<file path="src/rtl/mem_port_arbiter_pkg.sv">
`default_nettype none
// ---------------------------------------------------------------------------
// mem_port_arbiter_pkg : shared encodings and counter widths for the arbiter
// Rev 1.0
// ---------------------------------------------------------------------------
package mem_port_arbiter_pkg;

  localparam int c_LAT_W    = 2;
  localparam int c_STARVE_W = 4;

  typedef enum logic [0:0] {
    ST_IDLE = 1'b0,
    ST_BUSY = 1'b1
  } state_t;

  typedef enum logic [0:0] {
    OWN_INST = 1'b0,
    OWN_DATA = 1'b1
  } owner_t;

endpackage
`default_nettype wire

</file>
<file path="src/rtl/mem_port_arbiter_if.sv">
`default_nettype none
// ---------------------------------------------------------------------------
// mem_port_arbiter_if : fetch/data request ports plus the shared SRAM port
// Rev 1.0
// ---------------------------------------------------------------------------
interface mem_port_arbiter_if;
  logic        inst_req;
  logic [31:0] inst_addr;
  logic        inst_cancel;
  logic        inst_addr_ok;
  logic        inst_data_ok;
  logic [31:0] inst_rdata;
  logic        data_req;
  logic        data_wr;
  logic [3:0]  data_wstrb;
  logic [31:0] data_addr;
  logic [31:0] data_wdata;
  logic        data_addr_ok;
  logic        data_data_ok;
  logic [31:0] data_rdata;
  logic        sram_en;
  logic [3:0]  sram_wen;
  logic [31:0] sram_addr;
  logic [31:0] sram_wdata;
  logic [31:0] sram_rdata;

  modport slave (
    input  inst_req, inst_addr, inst_cancel,
    output inst_addr_ok, inst_data_ok, inst_rdata,
    input  data_req, data_wr, data_wstrb, data_addr, data_wdata,
    output data_addr_ok, data_data_ok, data_rdata,
    output sram_en, sram_wen, sram_addr, sram_wdata,
    input  sram_rdata
  );

  modport master (
    output inst_req, inst_addr, inst_cancel,
    input  inst_addr_ok, inst_data_ok, inst_rdata,
    output data_req, data_wr, data_wstrb, data_addr, data_wdata,
    input  data_addr_ok, data_data_ok, data_rdata,
    input  sram_en, sram_wen, sram_addr, sram_wdata,
    output sram_rdata
  );
endinterface
`default_nettype wire

</file>
<file path="src/rtl/mem_arb_tracker.sv">
`default_nettype none
// ---------------------------------------------------------------------------
// mem_arb_tracker : in-flight transaction state (owner, latency, drop) and
//                   response-valid decode
// Rev 1.0
// ---------------------------------------------------------------------------
module mem_arb_tracker
  import mem_port_arbiter_pkg::*;
#(
  parameter int RD_LATENCY = 1
) (
  input  logic   clk,
  input  logic   resetn,
  input  logic   grant,
  input  owner_t grant_owner,
  input  logic   grant_wr,
  input  logic   inst_cancel,
  output logic   can_grant,
  output logic   inst_resp,
  output logic   data_resp,
  output logic   resp_rd
);

  state_t             r_state;
  state_t             w_state_next;
  logic [c_LAT_W-1:0] r_lat_cnt;
  owner_t             r_owner;
  logic               r_wr;
  logic               r_drop;
  logic               w_last;

  always_ff @(posedge clk) begin
    if (!resetn) r_state <= ST_IDLE;
    else         r_state <= w_state_next;
  end

  // Outputs gated by resetn so nothing leaks while reset is held.
  always_comb begin
    w_state_next = r_state;
    w_last       = (r_state == ST_BUSY) && (r_lat_cnt == c_LAT_W'(1));
    can_grant    = resetn && ((r_state == ST_IDLE) || w_last);
    inst_resp    = resetn && w_last && (r_owner == OWN_INST) && !r_drop;
    data_resp    = resetn && w_last && (r_owner == OWN_DATA);
    resp_rd      = !r_wr;
    case (r_state)
      ST_IDLE: if (grant) w_state_next = ST_BUSY;
      ST_BUSY: if (w_last && !grant) w_state_next = ST_IDLE;
      default: w_state_next = ST_IDLE;
    endcase
  end

  always_ff @(posedge clk) begin
    if (!resetn) begin
      r_lat_cnt <= '0;
      r_owner   <= OWN_INST;
      r_wr      <= 1'b0;
      r_drop    <= 1'b0;
    end else if (grant) begin
      r_lat_cnt <= c_LAT_W'(RD_LATENCY);
      r_owner   <= grant_owner;
      r_wr      <= grant_wr;
      r_drop    <= 1'b0;
    end else if (r_state == ST_BUSY) begin
      r_lat_cnt <= r_lat_cnt - c_LAT_W'(1);
      if ((r_owner == OWN_INST) && inst_cancel) r_drop <= 1'b1;
    end
  end

endmodule
`default_nettype wire

</file>
<file path="src/rtl/mem_port_arbiter.sv">
`default_nettype none
// ---------------------------------------------------------------------------
// mem_port_arbiter : shares one single-port SRAM between fetch and data,
//                    data first with a starvation bound for fetch
// Rev 1.0
// ---------------------------------------------------------------------------
module mem_port_arbiter
  import mem_port_arbiter_pkg::*;
#(
  parameter int RD_LATENCY   = 1,
  parameter int STARVE_LIMIT = 4
) (
  input logic               clk,
  input logic               resetn,
  mem_port_arbiter_if.slave bus
);

  logic                  w_can_grant;
  logic                  w_inst_starved;
  logic                  w_grant_data;
  logic                  w_grant_inst;
  logic                  w_grant;
  owner_t                w_owner;
  logic                  w_inst_resp;
  logic                  w_data_resp;
  logic                  w_resp_rd;
  logic [c_STARVE_W-1:0] r_starve_cnt;

  always_comb begin
    w_inst_starved = bus.inst_req && (r_starve_cnt == c_STARVE_W'(STARVE_LIMIT));
    w_grant_data   = w_can_grant && bus.data_req && !w_inst_starved;
    w_grant_inst   = w_can_grant && !w_grant_data && bus.inst_req && !bus.inst_cancel;
    w_grant        = w_grant_data || w_grant_inst;
    w_owner        = w_grant_data ? OWN_DATA : OWN_INST;
  end

  always_ff @(posedge clk) begin
    if (!resetn) begin
      r_starve_cnt <= '0;
    end else if (!bus.inst_req || w_grant_inst) begin
      r_starve_cnt <= '0;
    end else if (w_grant_data && (r_starve_cnt != c_STARVE_W'(STARVE_LIMIT))) begin
      r_starve_cnt <= r_starve_cnt + c_STARVE_W'(1);
    end
  end

  mem_arb_tracker #(
    .RD_LATENCY (RD_LATENCY)
  ) u_tracker (
    .clk         (clk),
    .resetn      (resetn),
    .grant       (w_grant),
    .grant_owner (w_owner),
    .grant_wr    (bus.data_wr),
    .inst_cancel (bus.inst_cancel),
    .can_grant   (w_can_grant),
    .inst_resp   (w_inst_resp),
    .data_resp   (w_data_resp),
    .resp_rd     (w_resp_rd)
  );

  assign bus.inst_addr_ok = w_grant_inst;
  assign bus.data_addr_ok = w_grant_data;

  assign bus.sram_en    = w_grant;
  assign bus.sram_wen   = (w_grant_data && bus.data_wr) ? bus.data_wstrb : 4'h0;
  assign bus.sram_addr  = w_grant_data ? bus.data_addr  :
                          w_grant_inst ? bus.inst_addr  : 32'h0;
  assign bus.sram_wdata = w_grant_data ? bus.data_wdata : 32'h0;

  // Writes complete with zero read data.
  assign bus.inst_data_ok = w_inst_resp;
  assign bus.inst_rdata   = w_inst_resp ? bus.sram_rdata : 32'h0;
  assign bus.data_data_ok = w_data_resp;
  assign bus.data_rdata   = (w_data_resp && w_resp_rd) ? bus.sram_rdata : 32'h0;

endmodule
`default_nettype wire

</file>
<file path="src/flat_wrapper.sv">
// flat-port wrapper written by rule: the top's interface ports become plain ports
module mem_port_arbiter_flat import mem_port_arbiter_pkg::*;
#(
  parameter int RD_LATENCY   = 1,
  parameter int STARVE_LIMIT = 4
)
  (clk, resetn, bus_inst_req, bus_inst_addr, bus_inst_cancel, bus_inst_addr_ok, bus_inst_data_ok, bus_inst_rdata, bus_data_req, bus_data_wr, bus_data_wstrb, bus_data_addr, bus_data_wdata, bus_data_addr_ok, bus_data_data_ok, bus_data_rdata, bus_sram_en, bus_sram_wen, bus_sram_addr, bus_sram_wdata, bus_sram_rdata);
  mem_port_arbiter_if bus_i ();
  input logic clk;
  input logic resetn;
  input wire logic [$bits(bus_i.inst_req)-1:0] bus_inst_req;
  input wire logic [$bits(bus_i.inst_addr)-1:0] bus_inst_addr;
  input wire logic [$bits(bus_i.inst_cancel)-1:0] bus_inst_cancel;
  output wire logic [$bits(bus_i.inst_addr_ok)-1:0] bus_inst_addr_ok;
  output wire logic [$bits(bus_i.inst_data_ok)-1:0] bus_inst_data_ok;
  output wire logic [$bits(bus_i.inst_rdata)-1:0] bus_inst_rdata;
  input wire logic [$bits(bus_i.data_req)-1:0] bus_data_req;
  input wire logic [$bits(bus_i.data_wr)-1:0] bus_data_wr;
  input wire logic [$bits(bus_i.data_wstrb)-1:0] bus_data_wstrb;
  input wire logic [$bits(bus_i.data_addr)-1:0] bus_data_addr;
  input wire logic [$bits(bus_i.data_wdata)-1:0] bus_data_wdata;
  output wire logic [$bits(bus_i.data_addr_ok)-1:0] bus_data_addr_ok;
  output wire logic [$bits(bus_i.data_data_ok)-1:0] bus_data_data_ok;
  output wire logic [$bits(bus_i.data_rdata)-1:0] bus_data_rdata;
  output wire logic [$bits(bus_i.sram_en)-1:0] bus_sram_en;
  output wire logic [$bits(bus_i.sram_wen)-1:0] bus_sram_wen;
  output wire logic [$bits(bus_i.sram_addr)-1:0] bus_sram_addr;
  output wire logic [$bits(bus_i.sram_wdata)-1:0] bus_sram_wdata;
  input wire logic [$bits(bus_i.sram_rdata)-1:0] bus_sram_rdata;
  assign bus_i.inst_req = bus_inst_req;
  assign bus_i.inst_addr = bus_inst_addr;
  assign bus_i.inst_cancel = bus_inst_cancel;
  assign bus_inst_addr_ok = bus_i.inst_addr_ok;
  assign bus_inst_data_ok = bus_i.inst_data_ok;
  assign bus_inst_rdata = bus_i.inst_rdata;
  assign bus_i.data_req = bus_data_req;
  assign bus_i.data_wr = bus_data_wr;
  assign bus_i.data_wstrb = bus_data_wstrb;
  assign bus_i.data_addr = bus_data_addr;
  assign bus_i.data_wdata = bus_data_wdata;
  assign bus_data_addr_ok = bus_i.data_addr_ok;
  assign bus_data_data_ok = bus_i.data_data_ok;
  assign bus_data_rdata = bus_i.data_rdata;
  assign bus_sram_en = bus_i.sram_en;
  assign bus_sram_wen = bus_i.sram_wen;
  assign bus_sram_addr = bus_i.sram_addr;
  assign bus_sram_wdata = bus_i.sram_wdata;
  assign bus_i.sram_rdata = bus_sram_rdata;
  mem_port_arbiter #(.RD_LATENCY(RD_LATENCY), .STARVE_LIMIT(STARVE_LIMIT)) u_core (.clk(clk), .resetn(resetn), .bus(bus_i));
endmodule
</file>
<file path="config.mk">
export PLATFORM = sky130hd
export DESIGN_NAME = mem_port_arbiter_flat
export DESIGN_NICKNAME = d
export VERILOG_FILES = /design/src/rtl/mem_port_arbiter_pkg.sv /design/src/rtl/mem_port_arbiter_if.sv /design/src/rtl/mem_arb_tracker.sv /design/src/rtl/mem_port_arbiter.sv /design/src/flat_wrapper.sv
export SDC_FILE = /design/constraint.sdc
export NUM_CORES = 1
export LEC_CHECK = 0
export BUFFER_PORTS_ARGS = -buffer_cell sky130_fd_sc_hd__buf_2
export CAP_MARGIN = 25
export CORE_AREA = 4 4 103 105
export DETAILED_ROUTE_END_ITERATION = 12
export DIE_AREA = 0 0 107 109
export PLACE_DENSITY_LB_ADDON = 0.25
export SKIP_CTS_REPAIR_TIMING = 1
export SYNTH_ARGS = -nofsm -noshare
export SYNTH_HDL_FRONTEND = slang
export SYNTH_SLANG_ARGS = --single-unit
</file>
<file path="constraint.sdc">
create_clock -name clk -period 2 [get_ports clk]
set_input_delay 0.3 -clock clk [delete_from_list [all_inputs] [get_ports clk]]
set_output_delay 0.3 -clock clk [all_outputs]
set_load 0.005 [all_outputs]
</file>
==> flow_metrics.env <==
export IMPL_violations="setup timing"
export IMPL_grt_max_degree=65
export IMPL_route_detailed_drc=0
export IMPL_clock_latency_ns=0.24
export IMPL_synth_most_common_cell="and2_1"
export IMPL_cts_max_level=1
export IMPL_die_w_um=107
export IMPL_place_area_um2=3150
export IMPL_synthArstFlopShare_pct=0
export IMPL_diodes=0
export IMPL_setup_ws_ns=-0.145
export IMPL_clkTransAtPathRegs_ns=0.05
export IMPL_critical_path_class="reg -> out"
export IMPL_critPathLaunchType="register"
export IMPL_viasPerCell=4.34
export IMPL_status="finished, violations left"
export IMPL_critPathMaxFanout=8
export IMPL_p_switching_uw=356
export IMPL_p_leak_nw=2.29
export IMPL_floorplan_die_area_um2=11700
export IMPL_antenna_found_initial=0
export IMPL_synthDistinctLibCells=32
export IMPL_synth_flop_cell="dfxtp_1"
export IMPL_finalHoldViolCount=0
export IMPL_drv_slew=0
export IMPL_synthTopCellsByCount="and2_1, a22o_1, dfxtp_1, clkbuf_1, buf_2"
export IMPL_critPathArrivalTime_ns=1.85
export IMPL_synth_edff_count=0
export IMPL_port_buffers=274
export IMPL_total_power_mw=1.12
export IMPL_vdd_drop_max_uv=118
export IMPL_power_frac_seq_pct=20.2
export IMPL_p_comb_share_pct=56.6
export IMPL_drt_iter0_drc=127
export IMPL_die_y_um=109
export IMPL_io_pins=275
export IMPL_tightestPinTransition_ns=0.442
export IMPL_clock_skew_ns=0.00395
export IMPL_cell_internal_pwr_uw=767
export IMPL_root_buffer="clkbuf_8"
export IMPL_vias=2788
export IMPL_slew_headroom_pct=70.3
export IMPL_hold_ws_ns=0.375
export IMPL_ys_warnings_count=0
export IMPL_yosys_area_top_type="and2_1"
export IMPL_finalSetupViolCount=118
export IMPL_finalNetCount=652
export IMPL_required_ns=1.70
export IMPL_syn_inst=212
export IMPL_rsz0062_at_grt="true"
export IMPL_wl_per_cell_um=17.2
export IMPL_clockBufferDepth=2
export IMPL_dpl_hpwl_um=8120
export IMPL_syn_area_per_cell_um2=7.41
export IMPL_grt_overflow=0
export IMPL_cts_sinks=10
export IMPL_grt_usage_pct=13.3
export IMPL_finalCriticalPeriod_ns=2.15
export IMPL_synth_seq_cells=10
export IMPL_synth_nets=353
export IMPL_dr_pass1_iters=4
export IMPL_core_area_um2=9640
export IMPL_drive_gt1_share_pct=72.0
export IMPL_power_density_nw_per_um2=283
export IMPL_synth_area_leaders="and2_1, a22o_1, dfxtp_1"
export IMPL_netlist_area_um2=1570
export IMPL_areaGrowthSynthToFinish_pct=152
export IMPL_numCtsBuffers=3
export IMPL_place_gp_congestion=0.813
export IMPL_ys_seq_area_share_pct=12.7
export IMPL_drt_total_wl_um=11000
export IMPL_stdcell_area_um2=3970
export IMPL_fmax_ghz=0.466
export IMPL_antenna_left=0
export IMPL_min_path_type="in -> reg"
export IMPL_p_sw_share_pct=31.7
export IMPL_initial_utilization_pct=16.3
export IMPL_grt_first_pass_wirelength_um=12300
export IMPL_cts_tree="done"
export IMPL_finalCritPeriodShare_pct=107
export IMPL_maxCapViolCount=0
export IMPL_rows=36
export IMPL_fin_setup_tns_ns=-9.78
export IMPL_endpoint_kind="output pin"
export IMPL_pwr_share_clk_pct=23.2
export IMPL_first_global_vias=2441
export IMPL_synth_top_area_share_pct=39.0
critical path, cell delays in order, from the launching register on:
cell and delay, ns:
dfxtp_2 0.32, inv_2 0.06, ha_4 0.16, nor2b_4 0.05
or3_4 0.42, nor2_8 0.18, clkbuf_16 0.18, a22o_1 0.12
buf_2 0.12
per-layer routing:
layer	wire (um)	vias up	track usage, %
li1	-	1323	-
met1	3480	1281	13.1
met2	6420	176	27.8
met3	1010	8	3.37
met4	128	0	2.65
met5	0	-	0
power by group through the flow:
stage	Clock (mW)	Sequential (mW)	Combinational [mW]
5_1_grt	0.277	0.228	0.689
2_1_floorplan	0	0.225	0.184
3_3_place_gp	0	0.224	0.470
4_1_cts	0.268	0.221	0.474
6_report	0.260	0.227	0.636
3_5_place_dp	0	0.225	0.474
layout by cell type (no fill, tap or decap), types with 4 or more instances in the layout:
cell type	n
buf_2	244
and2_1	67
buf_6	32
and2_4	31
a22o_1	30
buf_4	15
clkbuf_16	9
buf_12	9
nand4_1	5
nand2_1	5
dfxtp_2	5
dfxtp_1	5
and3_1	4
nor2_1	4
o21ai_0	4
clkbuf_8	4
stage by stage:
step,utilization [%],setup WS (ns),cells
6_report,41.2,-0.145,643
5_1_grt,41.2,-0.219,643
4_1_cts,33.3,-0.270,619
3_5_place_dp,32.7,0.00722,615
3_3_place_gp,32.7,0.0365,615
2_1_floorplan,-,0.259,212
layout make-up:
type                    instances  area (um2)
well taps                     133         166
clock buffers                   4        55.1
fillers                      1000        5670
inverters                       6        25.0
repair buffers                311        2130
flip-flops and latches         10         206
multi-input cells             179        1390
cell families (layout without fill, tap and decap cells):
family | count (synthesis) | count (layout) | share of synthesized area [%]
flip-flops | 10 | 10 | 12.7
AO/OA/AOI/OAI | 42 | 42 | 22.1
XOR/XNOR | 2 | 2 | 1.11
multiplexers | 2 | 2 | 1.27
adder cells (fa/ha/maj) | 3 | 3 | 2.39
AND/OR/NAND/NOR | 130 | 130 | 52.1
buffers and inverters | 23 | 321 | 8.20
worst paths after layout:
path	cells past startpoint	startpoint	slack (ns)	endpoint
worst max-delay path	8	u_core.u_tracker.r_lat_cnt[1]$_SDFFE_PP0P_	-0.15	bus_sram_addr[6]
worst min-delay path	3	bus_inst_cancel	0.38	u_core.u_tracker.r_drop$_SDFFE_PP0P_
worst max register to register	8	u_core.u_tracker.r_lat_cnt[1]$_SDFFE_PP0P_	0.39	u_core.r_starve_cnt[2]$_SDFFE_PP0P_
worst min register to register	2	u_core.u_tracker.r_wr$_SDFFE_PN0P_	0.49	u_core.u_tracker.r_wr$_SDFFE_PN0P_
flip-flops by register name, summed over array words and instances, names as in the netlist:
signal	count
u_core.u_tracker.r_wr	1
u_core.r_starve_cnt	4
u_core.u_tracker.r_drop	1
u_core.u_tracker.r_lat_cnt	2
u_core.u_tracker.r_state	1
u_core.u_tracker.r_owner	1
Note: power is estimated with default switching activity, not from simulation.
